**config.mk**
```make
export PLATFORM = sky130hd
export DESIGN_NAME = demux4_reg
export DESIGN_NICKNAME = d
export VERILOG_FILES = /design/src/rtl/datapath_pkg.sv /design/src/rtl/demux_slot.sv /design/src/rtl/demux4_reg.sv
export SDC_FILE = /design/constraint.sdc
export NUM_CORES = 1
export LEC_CHECK = 0
export ABC_AREA = 1
export BUFFER_PORTS_ARGS = -buffer_cell sky130_fd_sc_hd__buf_2
export CORE_UTILIZATION = 52
export CTS_CLUSTER_SIZE = 28
export DETAILED_ROUTE_END_ITERATION = 16
export GPL_TIMING_DRIVEN = 0
export PLACE_DENSITY = 0.84
export SLEW_MARGIN = 10
export SYNTH_ARGS = -nofsm -noshare
export SYNTH_HDL_FRONTEND = slang
export SYNTH_HIERARCHICAL = 1
export SYNTH_SLANG_ARGS = --single-unit
```
**constraint.sdc**
```tcl
create_clock -name clk -period 1.58 [get_ports clk]
set_input_delay 0.158 -clock clk [delete_from_list [all_inputs] [get_ports clk]]
set_output_delay 0.158 -clock clk [all_outputs]
set_load 0.05 [all_outputs]
```
**src/rtl/datapath_pkg.sv**
```systemverilog
// Shared datapath constants and types for the destination-steering blocks.
//   NUM_DEST   : number of destinations driven by a demux
//   DATA_W     : default data word width
//   dest_sel_t : destination select code
//   SEL_OUTn   : select codes for each destination
package datapath_pkg;

   localparam int unsigned NUM_DEST = 4;
   localparam int unsigned DATA_W   = 4;
   localparam int unsigned SEL_W    = 2;

   typedef logic [SEL_W-1:0] dest_sel_t;

   localparam dest_sel_t SEL_OUT1 = 2'd0;
   localparam dest_sel_t SEL_OUT2 = 2'd1;
   localparam dest_sel_t SEL_OUT3 = 2'd2;
   localparam dest_sel_t SEL_OUT4 = 2'd3;

endpackage

```
**src/rtl/demux_slot.sv**
```systemverilog
// One destination slot: a single-entry holding register with a full flag
// and a wrapping delivered-word counter.
//   clk, rst   : clock, synchronous active-high reset
//   load       : write load_data into the slot this cycle
//   load_data  : word to hold
//   out_ready  : consumer takes the held word this cycle
//   out_valid  : slot holds a valid word
//   out_data   : held word (keeps its value after a drain)
//   cnt        : number of words drained, modulo 2^CNT_W
module demux_slot #(
   parameter int unsigned WIDTH = 4,
   parameter int unsigned CNT_W = 8
) (
   input  logic             clk,
   input  logic             rst,
   input  logic             load,
   input  logic [WIDTH-1:0] load_data,
   input  logic             out_ready,
   output logic             out_valid,
   output logic [WIDTH-1:0] out_data,
   output logic [CNT_W-1:0] cnt
);

   logic drain;

   always_comb drain = out_valid & out_ready;

   // A load wins over a drain, so load+drain reloads and keeps the slot full.
   always_ff @(posedge clk) begin
      if (rst) begin
         out_valid <= 1'b0;
         out_data  <= '0;
         cnt       <= '0;
      end else begin
         if (load) begin
            out_valid <= 1'b1;
            out_data  <= load_data;
         end else if (drain) begin
            out_valid <= 1'b0;
         end
         if (drain) begin
            cnt <= cnt + CNT_W'(1);
         end
      end
   end

endmodule

```
**src/rtl/demux4_reg.sv**
```systemverilog
// Registered 1-to-4 demultiplexer with valid/ready handshakes. The source
// word is steered by signal into one of four single-entry slots.
//   clk, rst      : clock, synchronous active-high reset
//   InSignal      : source data word
//   signal        : destination select (0..3 -> OutSignal1..OutSignal4)
//   in_valid      : source word and select are valid
//   in_ready      : word is accepted this cycle (combinational)
//   OutSignal1..4 : held destination words
//   out_valid     : per-destination valid
//   out_ready     : per-destination consume
//   count         : packed per-destination delivered-word counters
module demux4_reg
   import datapath_pkg::*;
#(
   parameter int unsigned WIDTH = DATA_W,
   parameter int unsigned CNT_W = 8
) (
   input  logic                  clk,
   input  logic                  rst,
   input  logic [WIDTH-1:0]      InSignal,
   input  dest_sel_t             signal,
   input  logic                  in_valid,
   output logic                  in_ready,
   output logic [WIDTH-1:0]      OutSignal1,
   output logic [WIDTH-1:0]      OutSignal2,
   output logic [WIDTH-1:0]      OutSignal3,
   output logic [WIDTH-1:0]      OutSignal4,
   output logic [NUM_DEST-1:0]   out_valid,
   input  logic [NUM_DEST-1:0]   out_ready,
   output logic [NUM_DEST*CNT_W-1:0] count
);

   logic [NUM_DEST-1:0] full;
   logic [NUM_DEST-1:0] load;
   logic [WIDTH-1:0]    data [NUM_DEST];
   logic [CNT_W-1:0]    cnt  [NUM_DEST];
   logic                accept;

   // Selected slot can take a word if empty or draining this cycle.
   always_comb begin
      in_ready = ~rst & (~full[signal] | out_ready[signal]);
      accept   = in_valid & in_ready;
   end

   // One-hot load enable for the selected slot.
   always_comb begin
      load = '0;
      for (int i = 0; i < int'(NUM_DEST); i++) begin
         if (signal == dest_sel_t'(i)) begin
            load[i] = accept;
         end
      end
   end

   for (genvar g = 0; g < int'(NUM_DEST); g++) begin : g_slot
      demux_slot #(
         .WIDTH (WIDTH),
         .CNT_W (CNT_W)
      ) u_slot (
         .clk       (clk),
         .rst       (rst),
         .load      (load[g]),
         .load_data (InSignal),
         .out_ready (out_ready[g]),
         .out_valid (full[g]),
         .out_data  (data[g]),
         .cnt       (cnt[g])
      );
      assign count[g*CNT_W +: CNT_W] = cnt[g];
   end

   assign out_valid  = full;
   assign OutSignal1 = data[0];
   assign OutSignal2 = data[1];
   assign OutSignal3 = data[2];
   assign OutSignal4 = data[3];

   // A stalled source must keep its word and select until accepted.
   a_src_hold: assert property (@(posedge clk) disable iff (rst)
      (in_valid && !in_ready) |=> (in_valid && $stable(InSignal) && $stable(signal)));

endmodule
```
# Word-level counts from Yosys, hierarchy flattened
# Index checks and enable logic that the tools add are counted.
# classes
order_cmp	1
reduce_logical	5
addsub	4
mux	16
eq_ne	3
n_bitwise	9
# ops
op	count
adder 8 x 1 -> 8 bit (second input constant)	4
2-to-1 mux 1 bit	14
nonzero test 2 bit	4
bitwise AND 1 bit	6
binary-select mux 1 bit (select 2 bit)	2
equality test 2 bit (second input constant)	2
< comparator 2 x 3 -> 1 bit (second input constant)	1
equality test 2 x 1 -> 1 bit (second input constant)	1
logical NOT 2 bit	1
inverter 1 bit	2
OR 1 bit	1
# totals
output_inout_bits	53
reg_bits	52
inputBits	13

# Logic depth before layout (Yosys ltp)
# depth
word_depth	8
ltp_mapped	12

# Modules after synthesis
# Netlist, hierarchy kept.
# by_module_without_submodules
mod	seq_area_each_um2	n_inst	area_each_um2	cells_per_inst
demux_slot	260.2	4	571.8	81
demux4_reg	0.0	1	138.9	32

# Worst setup path after synthesis
# No wires, ideal clock.
# synth_timing
path_kind	register to output
start	register g_slot[3].u_slot.out_valid
end	output port in_ready
slack_ns	-0.162
t_arrival_ns	1.584
path_stages_with_launch	6
t_required_ns	1.422
cell_sequence	dfxtp_1 > nand2_1 > nand2_1 > nand2_1 > nand2_1 > a21oi_1
# synth_via
elab_chain_len	5
# synth_rtl
element	line	rtl
start, declared	demux_slot.sv:19	output logic out_valid,
start signal, assigned	demux_slot.sv:31	out_valid <= 1'b0;
start signal, assigned	demux_slot.sv:36	out_valid <= 1'b1;
start signal, assigned	demux_slot.sv:39	out_valid <= 1'b0;
binary-select mux 1 bit (select 2 bit)	demux4_reg.sv:41	in_ready = ~rst & (~full[signal] | out_ready[signal]);
2-to-1 mux 1 bit (not written as such)	demux4_reg.sv:41	
inverter 1 bit	demux4_reg.sv:41	
OR 1 bit	demux4_reg.sv:41	
bitwise AND 1 bit	demux4_reg.sv:41	
end, declared	demux4_reg.sv:23	output logic in_ready,
# No other way between the ends. The select of a mux whose other input is x is not followed.

# Worst setup path in the final report
# Ends and elaborated chain as after synthesis.

==> out/qor.csv <==
metric;value;unit
Starting Density;55.0;%
cell count after synthesis;356;
drt wl/cell;10.4;µm
Die Y;70.3;µm
antenna-violating nets left;0;
CTS Sinks;52;
hold slack;0.174;ns
critical path type;register to output port;
Mean Syn Cell Area;6.81;µm²
vias in the first global route;1956;
CP max FO;6;
Die W;70.3;µm
Core Area;0.00441;mm²
clock skew;0.00214;ns
worst min path class;input port to register;
post-route minimum period;1.44;ns
total CTS buffers;5;
# diodes;0;
Cell Rows;24;
critical-path cell list;nand2_1 -> nand2_1 -> nand2_1 -> nand2_1 -> a21oi_2 -> buf_4;
H-tree Lvls;2;
max_cap viols;0;
Yosys cell types;17;
Post-CTS Setup Inserts;0;
fin crit share;91.1;%
crit start category;register;
fmax;695;MHz
num ports;66;
post-synth top area share;42.9;%
nature of the critical path endpoint;output port;
Port Buffers;64;
DRT Wirelength;5.01;mm
final slew viol count;0;
first-pass GRT wire length;8.24;mm
CTS max path bufs;2;
pre-CTS setup slack;0.106;ns
Synth Net Count;373;
met2 routed WL;2.38;mm
RSZ-0062 raised after global routing;false;
Seq cells post-synth;52;
Worst Path Arrival;1.28;ns
top layer in use;met4;
M1 WL;2.38;mm
Detailed Routing Iterations Pass 1;4;
Critical Path Max Stage Delay;0.44;ns
Hold Fails Final Rpt;0;
Clk pin slew, worst setup/hold paths;0.09;ns
CTS root buf;clkbuf_8;
crit path buf inv count;1;
largest net degree at the start of global routing;19;
initial antenna violation count;0;
Slew headroom;75.1;%
CTS resizes;0;
Max VDD drop;0.000648;V
Area Growth Syn to Fin;21.6;%
leakage;1.49;nW
cell taking the most area after synthesis;dfxtp_1;
Total GRT Usage;20.3;%
hold buffers post-CTS;0;
vias;2300;
Nets;444;
Post-Syn Area;0.00243;mm²
TNS Setup;0;ns
worst path required time;1.42;ns
CP top delay family;flip-flops;
Area contributors post-synth;dfxtp_1, nand2_1, nor2_1, inv_1, nand3_1;
sequential area share after synthesis;42.9;%
clk_lat worst skew;0.29;ns
Final Setup Violations;0;
GR Overflow Total;0;
Vias/cell;4.79;
most used cell, CP;nand2_1;
layout cells sized above 1;23.6;%
die area;0.00494;mm²
RD Place Congestion;0.811;
Post-DP HPWL;3.76;mm
DRC;0;
Initial DRC Count;69;
Power, Total;2.34;mW
CTS tree;done;
wire length on met3;230;µm
P per Cell Area;792;mW/mm²
number of synthesis warnings;6;
Setup WS post-layout;0.140;ns
status;finished, final reports clean;
Worst-Margin Slew;0.373;ns
CP max-delay cell;dfxtp_1;
[layout make-up]
| type | count | area [µm²] |
|---|---|---|
| Buffer | 1 | 11.3 |
| Clock buffer | 8 | 90.1 |
| Fill cell | 382 | 1470 |
| Inverter | 56 | 210 |
| Multi-Input combinational cell | 247 | 1200 |
| Sequential cell | 52 | 1040 |
| Tap cell | 52 | 65.1 |
| Timing Repair Buffer | 64 | 323 |
[sequential cells by signal, indices dropped and copies added, names as in the netlist]
| name | flops |
|---|---|
| g_slot.u_slot/cnt | 32 |
| g_slot.u_slot/out_valid | 4 |
| g_slot.u_slot/out_data | 16 |
[layer usage]
| metal | global-route usage (%) | vias to the layer above |
|---|---|---|
| met5 | 0 | - |
| met4 | 5.56 | 0 |
| met3 | 4.33 | 2 |
| met2 | 34.3 | 48 |
| met1 | 26.1 | 999 |
| li1 | - | 1251 |
[cell usage in the layout, fill, tap and decap left out, types with 8 or more instances in the layout]
cell type  instances
nand2_1           80
buf_2             63
nor2_1            62
inv_1             51
dfxtp_1           49
nand3_1           27
a21oi_1           24
o21ai_0           16
nor2_4             8
nor2_2             8
[through the flow]
step	cells	utilization, %	area (µm²)
after floorplan	356	-	2430
after global placement	472	63.8	2820
after detailed placement	472	63.8	2820
after CTS	480	65.8	2910
after global routing	480	66.8	2950
final	480	66.8	2950
[final timing paths]
kind | start | end | slack [ns] | cells after the start
worst max register to register | g_slot[3].u_slot/out_valid$_SDFFE_PP0P_ | g_slot[0].u_slot/out_data[3]$_SDFFE_PP0P_ | 0.16 | 10
worst max-delay path | g_slot[3].u_slot/out_valid$_SDFFE_PP0P_ | in_ready | 0.14 | 6
worst min-delay path | InSignal[1] | g_slot[3].u_slot/out_data[1]$_SDFFE_PP0P_ | 0.17 | 3
worst min register to register | g_slot[1].u_slot/out_data[2]$_SDFFE_PP0P_ | g_slot[1].u_slot/out_data[2]$_SDFFE_PP0P_ | 0.50 | 2
[power by group]
group	total (mW)	switching, mW	internal [mW]
combinational	0.228	0.170	0.0574
clock	0.767	0.409	0.358
sequential	1.34	0.0126	1.33
[kinds of logic after synthesis]
logic type	synth area share (%)
simple gates	36.2
flops	42.9
fa+ha+maj	2.06
compound gates	9.70
buf+inv	9.13
[cell usage after synthesis (all sizes together)]
master	count
nand2	84
nor2	78
dfxtp	52
inv	52
nand3	32
a21oi	25
o21ai	16
clkinv	4
ha	4
nand4	4
o21a	4
buf	1
[worst min-delay path: cells and delay by family]
| family | cells | cell delay, ns |
|---|---|---|
| buffers and inverters | 1 | 0.13 |
| AND/OR/NAND/NOR | 2 | 0.14 |
(Power assumes the default switching activity.)
